## config.mk

```make
export PLATFORM = sky130hd
export DESIGN_NAME = checkpoint_table
export DESIGN_NICKNAME = d
export VERILOG_FILES = /design/src/rtl/checkpoint_table_pkg.sv /design/src/rtl/checkpoint_table_age_matrix.sv /design/src/rtl/checkpoint_table.sv
export SDC_FILE = /design/constraint.sdc
export NUM_CORES = 2
export LEC_CHECK = 0
export ABC_AREA = 0
export CAP_MARGIN = 20
export CORE_MARGIN = 2
export CORE_UTILIZATION = 56
export DETAILED_ROUTE_END_ITERATION = 8
export PLACE_DENSITY_LB_ADDON = 0.2
export REMOVE_ABC_BUFFERS = 1
export SYNTH_ARGS = -nofsm -noshare
export SYNTH_HDL_FRONTEND = slang
export SYNTH_SLANG_ARGS = --single-unit
```

## constraint.sdc

```tcl
create_clock -name clk -period 10.65 [get_ports clk]
set_clock_uncertainty 0.15 [all_clocks]
set_input_delay 2.13 -clock clk [delete_from_list [all_inputs] [get_ports clk]]
set_output_delay 2.13 -clock clk [all_outputs]
set_load 0.03 [all_outputs]
```

## src/rtl/checkpoint_table_pkg.sv

```systemverilog
`default_nettype none
// +----------------------------------------------------------------------+
// | Package  : checkpoint_table_pkg                                      |
// | Purpose  : Default core dimensions, snapshot types and the branch    |
// |            checkpoint entry layout shared by the checkpoint store.   |
// | Ports    : none (package)                                            |
// | Revision : 1.0 - initial release                                     |
// +----------------------------------------------------------------------+
package checkpoint_table_pkg;

  // Core-wide default dimensions.
  localparam int N_CKPT_DEF      = 4;
  localparam int N_ARCH_REGS_DEF = 32;
  localparam int N_PHYS_REGS_DEF = 64;
  localparam int PREG_W_DEF      = 6;
  localparam int ROB_W_DEF       = 4;

  localparam int CKPT_IDX_W = $clog2(N_CKPT_DEF);

  // Snapshot types at the default core configuration.
  typedef logic [N_ARCH_REGS_DEF*PREG_W_DEF-1:0] rat_snap_t;
  typedef logic [N_PHYS_REGS_DEF-1:0]            freelist_snap_t;
  typedef logic [N_PHYS_REGS_DEF-1:0]            prf_valid_snap_t;
  typedef logic [2*ROB_W_DEF:0]                  rob_ptrs_snap_t;   // {tail, count}
  typedef logic [ROB_W_DEF-1:0]                  rob_tag_t;

  // One checkpoint slot: CAM key plus the post-rename snapshot.
  typedef struct packed {
    rob_tag_t        key;
    rat_snap_t       rat;
    freelist_snap_t  freelist;
    prf_valid_snap_t prf_valid;
    rob_ptrs_snap_t  rob_ptrs;
    rob_tag_t        tag_ctr;
  } ckpt_entry_t;

  // Number of set bits in a slot mask (up to 16 slots).
  function automatic logic [4:0] popcount16(input logic [15:0] v);
    logic [4:0] cnt;
    cnt = '0;
    for (int i = 0; i < 16; i++) begin
      cnt = cnt + {4'b0000, v[i]};
    end
    return cnt;
  endfunction

endpackage
`default_nettype wire

```

## src/rtl/checkpoint_table_age_matrix.sv

```systemverilog
`default_nettype none
// +----------------------------------------------------------------------+
// | Module   : ckpt_age_matrix                                           |
// | Purpose  : Relative age of checkpoint slots. older[i][j]=1 means     |
// |            slot i was allocated before slot j (both live).           |
// | Ports    : clk, rst_n      clock / async active-low reset            |
// |            alloc_en/idx   slot being allocated (becomes youngest)    |
// |            valid          slot occupancy at start of cycle           |
// |            inval_mask     slots cleared this cycle                   |
// |            query_idx      slot whose younger set is wanted           |
// |            younger_mask   slots younger than query_idx               |
// | Revision : 1.0 - initial release                                     |
// +----------------------------------------------------------------------+
module ckpt_age_matrix
  import checkpoint_table_pkg::*;
#(
  parameter int N_CKPT = N_CKPT_DEF,
  parameter int IDX_W  = CKPT_IDX_W
) (
  input  logic              clk,
  input  logic              rst_n,
  input  logic              alloc_en,
  input  logic [IDX_W-1:0]  alloc_idx,
  input  logic [N_CKPT-1:0] valid,
  input  logic [N_CKPT-1:0] inval_mask,
  input  logic [IDX_W-1:0]  query_idx,
  output logic [N_CKPT-1:0] younger_mask
);

  logic [N_CKPT-1:0] r_older [N_CKPT];

  // A cleared slot drops its whole row and column so that stale ordering
  // never leaks into the slot's next occupant.
  always_ff @(posedge clk or negedge rst_n) begin
    if (!rst_n) begin
      for (int i = 0; i < N_CKPT; i++) begin
        r_older[i] <= '0;
      end
    end else begin
      for (int i = 0; i < N_CKPT; i++) begin
        for (int j = 0; j < N_CKPT; j++) begin
          if (inval_mask[i] || inval_mask[j]) begin
            r_older[i][j] <= 1'b0;
          end else if (alloc_en && (IDX_W'(j) == alloc_idx)) begin
            r_older[i][j] <= valid[i];
          end else if (alloc_en && (IDX_W'(i) == alloc_idx)) begin
            r_older[i][j] <= 1'b0;
          end
        end
      end
    end
  end

  assign younger_mask = r_older[query_idx];

endmodule
`default_nettype wire

```

## src/rtl/checkpoint_table.sv

```systemverilog
`default_nettype none
// +----------------------------------------------------------------------+
// | Module   : checkpoint_table                                          |
// | Purpose  : Multi-slot branch checkpoint store keyed by ROB tag.      |
// |            Snapshots RAT/free list/PRF-valid/ROB state per branch,   |
// |            keeps free list and PRF-valid live, restores one slot on  |
// |            mispredict and squashes all younger slots.                |
// | Ports    : alloc_*      snapshot request and data, alloc_ok grant    |
// |            resolve_*    release slot of a correctly resolved branch  |
// |            mispredict*  restore request                              |
// |            commit_free_*, wb_*   live snapshot updates               |
// |            restore_*    registered restore pulse and data            |
// |            ckpt_full, n_valid    occupancy                           |
// | Revision : 1.0 - initial release                                     |
// +----------------------------------------------------------------------+
module checkpoint_table
  import checkpoint_table_pkg::*;
#(
  parameter int N_CKPT      = N_CKPT_DEF,
  parameter int N_ARCH_REGS = N_ARCH_REGS_DEF,
  parameter int N_PHYS_REGS = N_PHYS_REGS_DEF,
  parameter int PREG_W      = PREG_W_DEF,
  parameter int ROB_W       = ROB_W_DEF
) (
  input  logic                          clk,
  input  logic                          rst_n,
  input  logic                          alloc_req,
  input  logic [ROB_W-1:0]              alloc_rob_tag,
  input  logic [N_ARCH_REGS*PREG_W-1:0] alloc_rat,
  input  logic [N_PHYS_REGS-1:0]        alloc_freelist,
  input  logic [N_PHYS_REGS-1:0]        alloc_prf_valid,
  input  logic [2*ROB_W:0]              alloc_rob_ptrs,
  input  logic [ROB_W-1:0]              alloc_tag_ctr,
  output logic                          alloc_ok,
  output logic                          ckpt_full,
  input  logic                          resolve_ok,
  input  logic [ROB_W-1:0]              resolve_rob_tag,
  input  logic                          mispredict,
  input  logic [ROB_W-1:0]              mispredict_rob_tag,
  input  logic                          commit_free_valid,
  input  logic [PREG_W-1:0]             commit_free_preg,
  input  logic                          wb_valid,
  input  logic [PREG_W-1:0]             wb_preg,
  output logic                          restore_valid,
  output logic                          restore_miss,
  output logic [N_ARCH_REGS*PREG_W-1:0] restore_rat,
  output logic [N_PHYS_REGS-1:0]        restore_freelist,
  output logic [N_PHYS_REGS-1:0]        restore_prf_valid,
  output logic [2*ROB_W:0]              restore_rob_ptrs,
  output logic [ROB_W-1:0]              restore_tag_ctr,
  output logic [$clog2(N_CKPT+1)-1:0]   n_valid
);

  localparam int IDX_W = $clog2(N_CKPT);
  localparam int NV_W  = $clog2(N_CKPT+1);
  localparam logic [N_PHYS_REGS-1:0] c_phys_one = {{(N_PHYS_REGS-1){1'b0}}, 1'b1};
  localparam logic [N_CKPT-1:0]      c_slot_one = {{(N_CKPT-1){1'b0}}, 1'b1};

  typedef struct packed {
    logic [ROB_W-1:0]              key;
    logic [N_ARCH_REGS*PREG_W-1:0] rat;
    logic [N_PHYS_REGS-1:0]        freelist;
    logic [N_PHYS_REGS-1:0]        prf_valid;
    logic [2*ROB_W:0]              rob_ptrs;
    logic [ROB_W-1:0]              tag_ctr;
  } slot_t;

  logic [N_CKPT-1:0] r_valid;
  slot_t             r_slot [N_CKPT];
  logic [NV_W-1:0]   r_n_valid;

  logic [IDX_W-1:0]       w_free_idx;
  logic [IDX_W-1:0]       w_mis_idx;
  logic [N_CKPT-1:0]      w_mis_hit_vec;
  logic [N_CKPT-1:0]      w_res_hit_vec;
  logic [N_CKPT-1:0]      w_younger;
  logic [N_CKPT-1:0]      w_squash;
  logic [N_CKPT-1:0]      w_clear;
  logic [N_CKPT-1:0]      w_alloc_oh;
  logic                   w_mis_hit;
  logic [N_PHYS_REGS-1:0] w_free_set;
  logic [N_PHYS_REGS-1:0] w_wb_set;

  assign n_valid   = r_n_valid;
  assign ckpt_full = (r_n_valid == NV_W'(N_CKPT));
  // Gated by rst_n so the grant reads 0 while reset is held.
  assign alloc_ok  = rst_n & alloc_req & ~ckpt_full & ~mispredict;

  // Lowest-index slot free at the start of the cycle; slots released this
  // cycle only become visible here on the next cycle.
  always_comb begin
    w_free_idx = '0;
    for (int i = N_CKPT-1; i >= 0; i--) begin
      if (!r_valid[i]) w_free_idx = IDX_W'(i);
    end
  end

  // Tag CAM for mispredict and resolve. Tags are unique among live slots.
  always_comb begin
    w_mis_hit_vec = '0;
    w_res_hit_vec = '0;
    w_mis_idx     = '0;
    for (int i = 0; i < N_CKPT; i++) begin
      w_mis_hit_vec[i] = r_valid[i] && (r_slot[i].key == mispredict_rob_tag);
      w_res_hit_vec[i] = resolve_ok && r_valid[i] && (r_slot[i].key == resolve_rob_tag);
      if (w_mis_hit_vec[i]) w_mis_idx = IDX_W'(i);
    end
  end

  assign w_mis_hit  = mispredict & (|w_mis_hit_vec);
  assign w_squash   = w_mis_hit ? (w_mis_hit_vec | (w_younger & r_valid)) : '0;
  // Resolve and squash may name the same slot; OR-ing makes that harmless.
  assign w_clear    = w_squash | w_res_hit_vec;
  assign w_alloc_oh = alloc_ok ? (c_slot_one << w_free_idx) : '0;
  assign w_free_set = commit_free_valid ? (c_phys_one << commit_free_preg) : '0;
  assign w_wb_set   = wb_valid ? (c_phys_one << wb_preg) : '0;

  ckpt_age_matrix #(
    .N_CKPT (N_CKPT),
    .IDX_W  (IDX_W)
  ) u_age (
    .clk          (clk),
    .rst_n        (rst_n),
    .alloc_en     (alloc_ok),
    .alloc_idx    (w_free_idx),
    .valid        (r_valid),
    .inval_mask   (w_clear),
    .query_idx    (w_mis_idx),
    .younger_mask (w_younger)
  );

  always_ff @(posedge clk or negedge rst_n) begin
    if (!rst_n) begin
      r_valid   <= '0;
      r_n_valid <= '0;
    end else begin
      r_valid   <= (r_valid & ~w_clear) | w_alloc_oh;
      r_n_valid <= r_n_valid + NV_W'(alloc_ok) - NV_W'(popcount16(16'(w_clear)));
    end
  end

  // Snapshot payload; free-list and ready bits track commit/writeback
  // every cycle so a later restore sees the current picture.
  always_ff @(posedge clk) begin
    for (int i = 0; i < N_CKPT; i++) begin
      if (w_alloc_oh[i]) begin
        r_slot[i].key       <= alloc_rob_tag;
        r_slot[i].rat       <= alloc_rat;
        r_slot[i].freelist  <= alloc_freelist | w_free_set;
        r_slot[i].prf_valid <= alloc_prf_valid | w_wb_set;
        r_slot[i].rob_ptrs  <= alloc_rob_ptrs;
        r_slot[i].tag_ctr   <= alloc_tag_ctr;
      end else begin
        r_slot[i].freelist  <= r_slot[i].freelist | w_free_set;
        r_slot[i].prf_valid <= r_slot[i].prf_valid | w_wb_set;
      end
    end
  end

  always_ff @(posedge clk or negedge rst_n) begin
    if (!rst_n) begin
      restore_valid     <= 1'b0;
      restore_miss      <= 1'b0;
      restore_rat       <= '0;
      restore_freelist  <= '0;
      restore_prf_valid <= '0;
      restore_rob_ptrs  <= '0;
      restore_tag_ctr   <= '0;
    end else begin
      restore_valid <= w_mis_hit;
      restore_miss  <= mispredict & ~w_mis_hit;
      if (w_mis_hit) begin
        restore_rat       <= r_slot[w_mis_idx].rat;
        restore_freelist  <= r_slot[w_mis_idx].freelist | w_free_set;
        restore_prf_valid <= r_slot[w_mis_idx].prf_valid | w_wb_set;
        restore_rob_ptrs  <= r_slot[w_mis_idx].rob_ptrs;
        restore_tag_ctr   <= r_slot[w_mis_idx].tag_ctr;
      end
    end
  end

endmodule
`default_nettype wire

```

==> flow_summary.json <==
{
  "status": "finished, final reports clean",
  "cts_tree": "done",
  "end_kind": "flop",
  "wire_per_inst_um": 22.1,
  "ys_ff_latch": 1703,
  "drt.antenna.violating_nets": 0,
  "die_y_um": 347,
  "clk_latency_ps": 800,
  "fmax_mhz": 155,
  "first_pass_iters": 8,
  "numCtsBuffers": 171,
  "clk_pin_slew_ps": 60,
  "ys_warn_count": 0,
  "arrival_ps": 6990,
  "cts_hold_buffers": 0,
  "synth_top_area_share_pct": 38.0,
  "grt_max_degree": 223,
  "first_iter_violations": 4043,
  "irDropWorstVdd_v": 0.000250,
  "hold_start": "r_slot[0][57]",
  "num_vias": 47900,
  "yosysSeqAreaShare_pct": 67.0,
  "syn_area_sq_um": 66100,
  "rows": 126,
  "p_total_w": 0.0216,
  "drc": 0,
  "crit_path_start_kind": "input port",
  "fin_crit_sh_pct": 60.5,
  "die_w_um": 347,
  "wirelength_um": 182000,
  "post_cts_buffers": 0,
  "dp_hpwl_um": 107000,
  "min_path_cells": 2,
  "grt.busiest_layer": "met2",
  "hold_viol": 0,
  "most-common-layout-cells": "nand2_1 (1381), edfxtp_1 (836), clkdlybuf4s50_1 (702)",
  "required_ps": 11200,
  "grt_pass1_wl_um": 275000,
  "hold_class": "flop to flop",
  "grt_pass1_vias": 46300,
  "pin_count": 704,
  "p_leak_nw": 33.0,
  "via_per_inst": 5.81,
  "cp_max_fo": 113,
  "layout-drive-gt1-share_pct": 4.81,
  "timing.hold.ws_ps": 314,
  "crit_chain": "clkdlybuf4s50_1 > xor2_1 > nor3_2 > and3_4 > nor4_4 > nand2b_4 > inv_8 > buf_4 > buf_4 > nor2_1 > a31oi_1",
  "critPathTopFamily": "buffers and inverters",
  "syn_inst": 5991,
  "yosys-top-cells-area": "edfxtp_1 (38%), dfxtp_1 (16%), dfrtp_1 (13%)",
  "setup_ws_ps": 4210,
  "reg2reg_slack_ps": 5680,
  "grt_util_all_layers_pct": 29.7,
  "dp_slack_ps": 3430,
  "reg2reg_to": "restore_prf_valid[27]",
  "hold_end": "r_slot[0][57]",
  "criticalPathCategory": "input port to flop",
  "final-max-slew-violation-count": 0,
  "min_period_ps": 6440,
  "htree_levels": 4,
  "die_area_sq_um": 121000,
  "yosys.area.top_type": "edfxtp_1",
  "use_met1_pct": 36.8,
  "relSlewSlack_pct": 23.1,
  "clockBufferDepth": 3,
  "tightest_slew_ps": 1150,
  "final_common_cell": "nand2_1",
  "cpMostUsedCell": "buf_4",
  "nets": 6903,
  "power_density_nw_per_um2": 271,
  "setup_viol": 0,
  "grt-ovfl-total": 0,
  "ys_types": 54,
  "ctsResizeCount": 0,
  "area_growth_pct": 20.6,
  "core_area_sq_um": 117000,
  "gr-usage-met3_pct": 7.84,
  "synth-edff-count": 836,
  "cap_violations": 0,
  "r2r_cells": 10,
  "use_met2_pct": 48.1,
  "r2r_start": "r_slot[3][333]",
  "crit_slowest_cell": "buf_4",
  "gp_congestion": 0.883,
  "critPathBufInv": 4,
  "start_util_pct": 56.2,
  "ys.flop_type": "edfxtp_1",
  "root_buffer": "clkbuf_16",
  "portBuffers": 703,
  "avgSynthCellArea_sq_um": 11.0,
  "async_flop_share_pct": 20.8,
  "antenna_found_initial": 53,
  "rsz0062_at_grt": "no",
  "slowest_delay_ps": 790,
  "cts.sinks": 1703
}
## how the worst max path moves through the flow
stage	start	endpoint	cells after the start
after floorplan	mispredict_rob_tag[0]	n_valid[2]	14
after global placement	mispredict_rob_tag[3]	n_valid[2]	15
after detailed placement	mispredict_rob_tag[3]	n_valid[2]	15
after CTS	mispredict_rob_tag[0]	n_valid[2]	15
after global routing	mispredict_rob_tag[0]	restore_prf_valid[27]	11
final	mispredict_rob_tag[0]	restore_prf_valid[27]	11
## layer usage
| metal | part of all wire (%) | wire length [um] | up-vias |
|---|---|---|---|
| met5 | 0.14 | 256 | - |
| met4 | 4.4 | 7950 | 38 |
| met3 | 8.6 | 15700 | 421 |
| met2 | 48 | 87400 | 1857 |
| met1 | 39 | 71100 | 23300 |
| li1 | - | - | 22400 |
## per-stage QoR
stage / area [sq um] / utilization [%] / std cells / setup TNS, ps
final: 79700 / 67.8 / 8251 / 0
after floorplan: 64400 / - / 5602 / -6328530
after CTS: 79600 / 67.8 / 8215 / 0
after detailed placement: 74100 / 63.1 / 7896 / 0
after global placement: 74100 / 63.1 / 7896 / 0
after global routing: 79700 / 67.8 / 8242 / 0
## logic make-up after synthesis
family / share of synthesized area (%)
AND/OR/NAND/NOR: 15.3
flip-flops: 67.0
AO/OA/AOI/OAI: 9.54
buffers and inverters: 2.60
multiplexers: 5.06
XOR/XNOR: 0.358
adder cells (fa/ha/maj): 0.148
## synthesized netlist by cell type (3+ instances only)
| library cell | count |
|---|---|
| a211oi_1 | 333 |
| a21oi_1 | 344 |
| a31oi_1 | 130 |
| and3_1 | 6 |
| buf_1 | 21 |
| buf_2 | 74 |
| buf_4 | 11 |
| clkbuf_1 | 280 |
| dfrtp_1 | 355 |
| dfxtp_1 | 512 |
| edfxtp_1 | 836 |
| fa_1 | 3 |
| ha_1 | 3 |
| inv_1 | 21 |
| mux2i_1 | 334 |
| nand2_1 | 1382 |
| nand2b_1 | 18 |
| nand3_1 | 526 |
| nand4_1 | 7 |
| nor2_1 | 489 |
| nor3_1 | 20 |
| nor4_1 | 4 |
| o21ai_0 | 210 |
| o31ai_1 | 4 |
| xnor2_1 | 12 |
| xor2_1 | 15 |
## flip-flops by register name (all words and copies together), names as in the netlist
signal / flops
restore_miss: 1
restore_prf_valid: 64
r_valid: 4
u_age.r_older: 13
restore_valid: 1
restore_rob_ptrs: 9
n_valid: 3
restore_rat: 192
restore_tag_ctr: 4
r_slot: 1348
restore_freelist: 64
## worst min-delay path, stage by stage, from the launching register on
cell     delay [ps]
dfxtp_1         300
nand2_1          50
nand3_1          60
## layout make-up
type,count,area (sq um)
Sequential cell,1703,44200
Fill cell,8642,37800
Multi-Input combinational cell,3873,20200
Timing Repair Buffer,758,7620
Clock buffer,256,4950
Tap cell,1536,1920
Clock inverter,63,564
Inverter,26,135
Antenna cell,36,90.1
## where the power goes
part / internal (W) / switching (W)
Clock: 0.00341 / 0.00248
Sequential: 0.00874 / 0.00104
Combinational: 0.00241 / 0.00354
Total: 0.0146 / 0.00705
(Power assumes the default switching activity.)
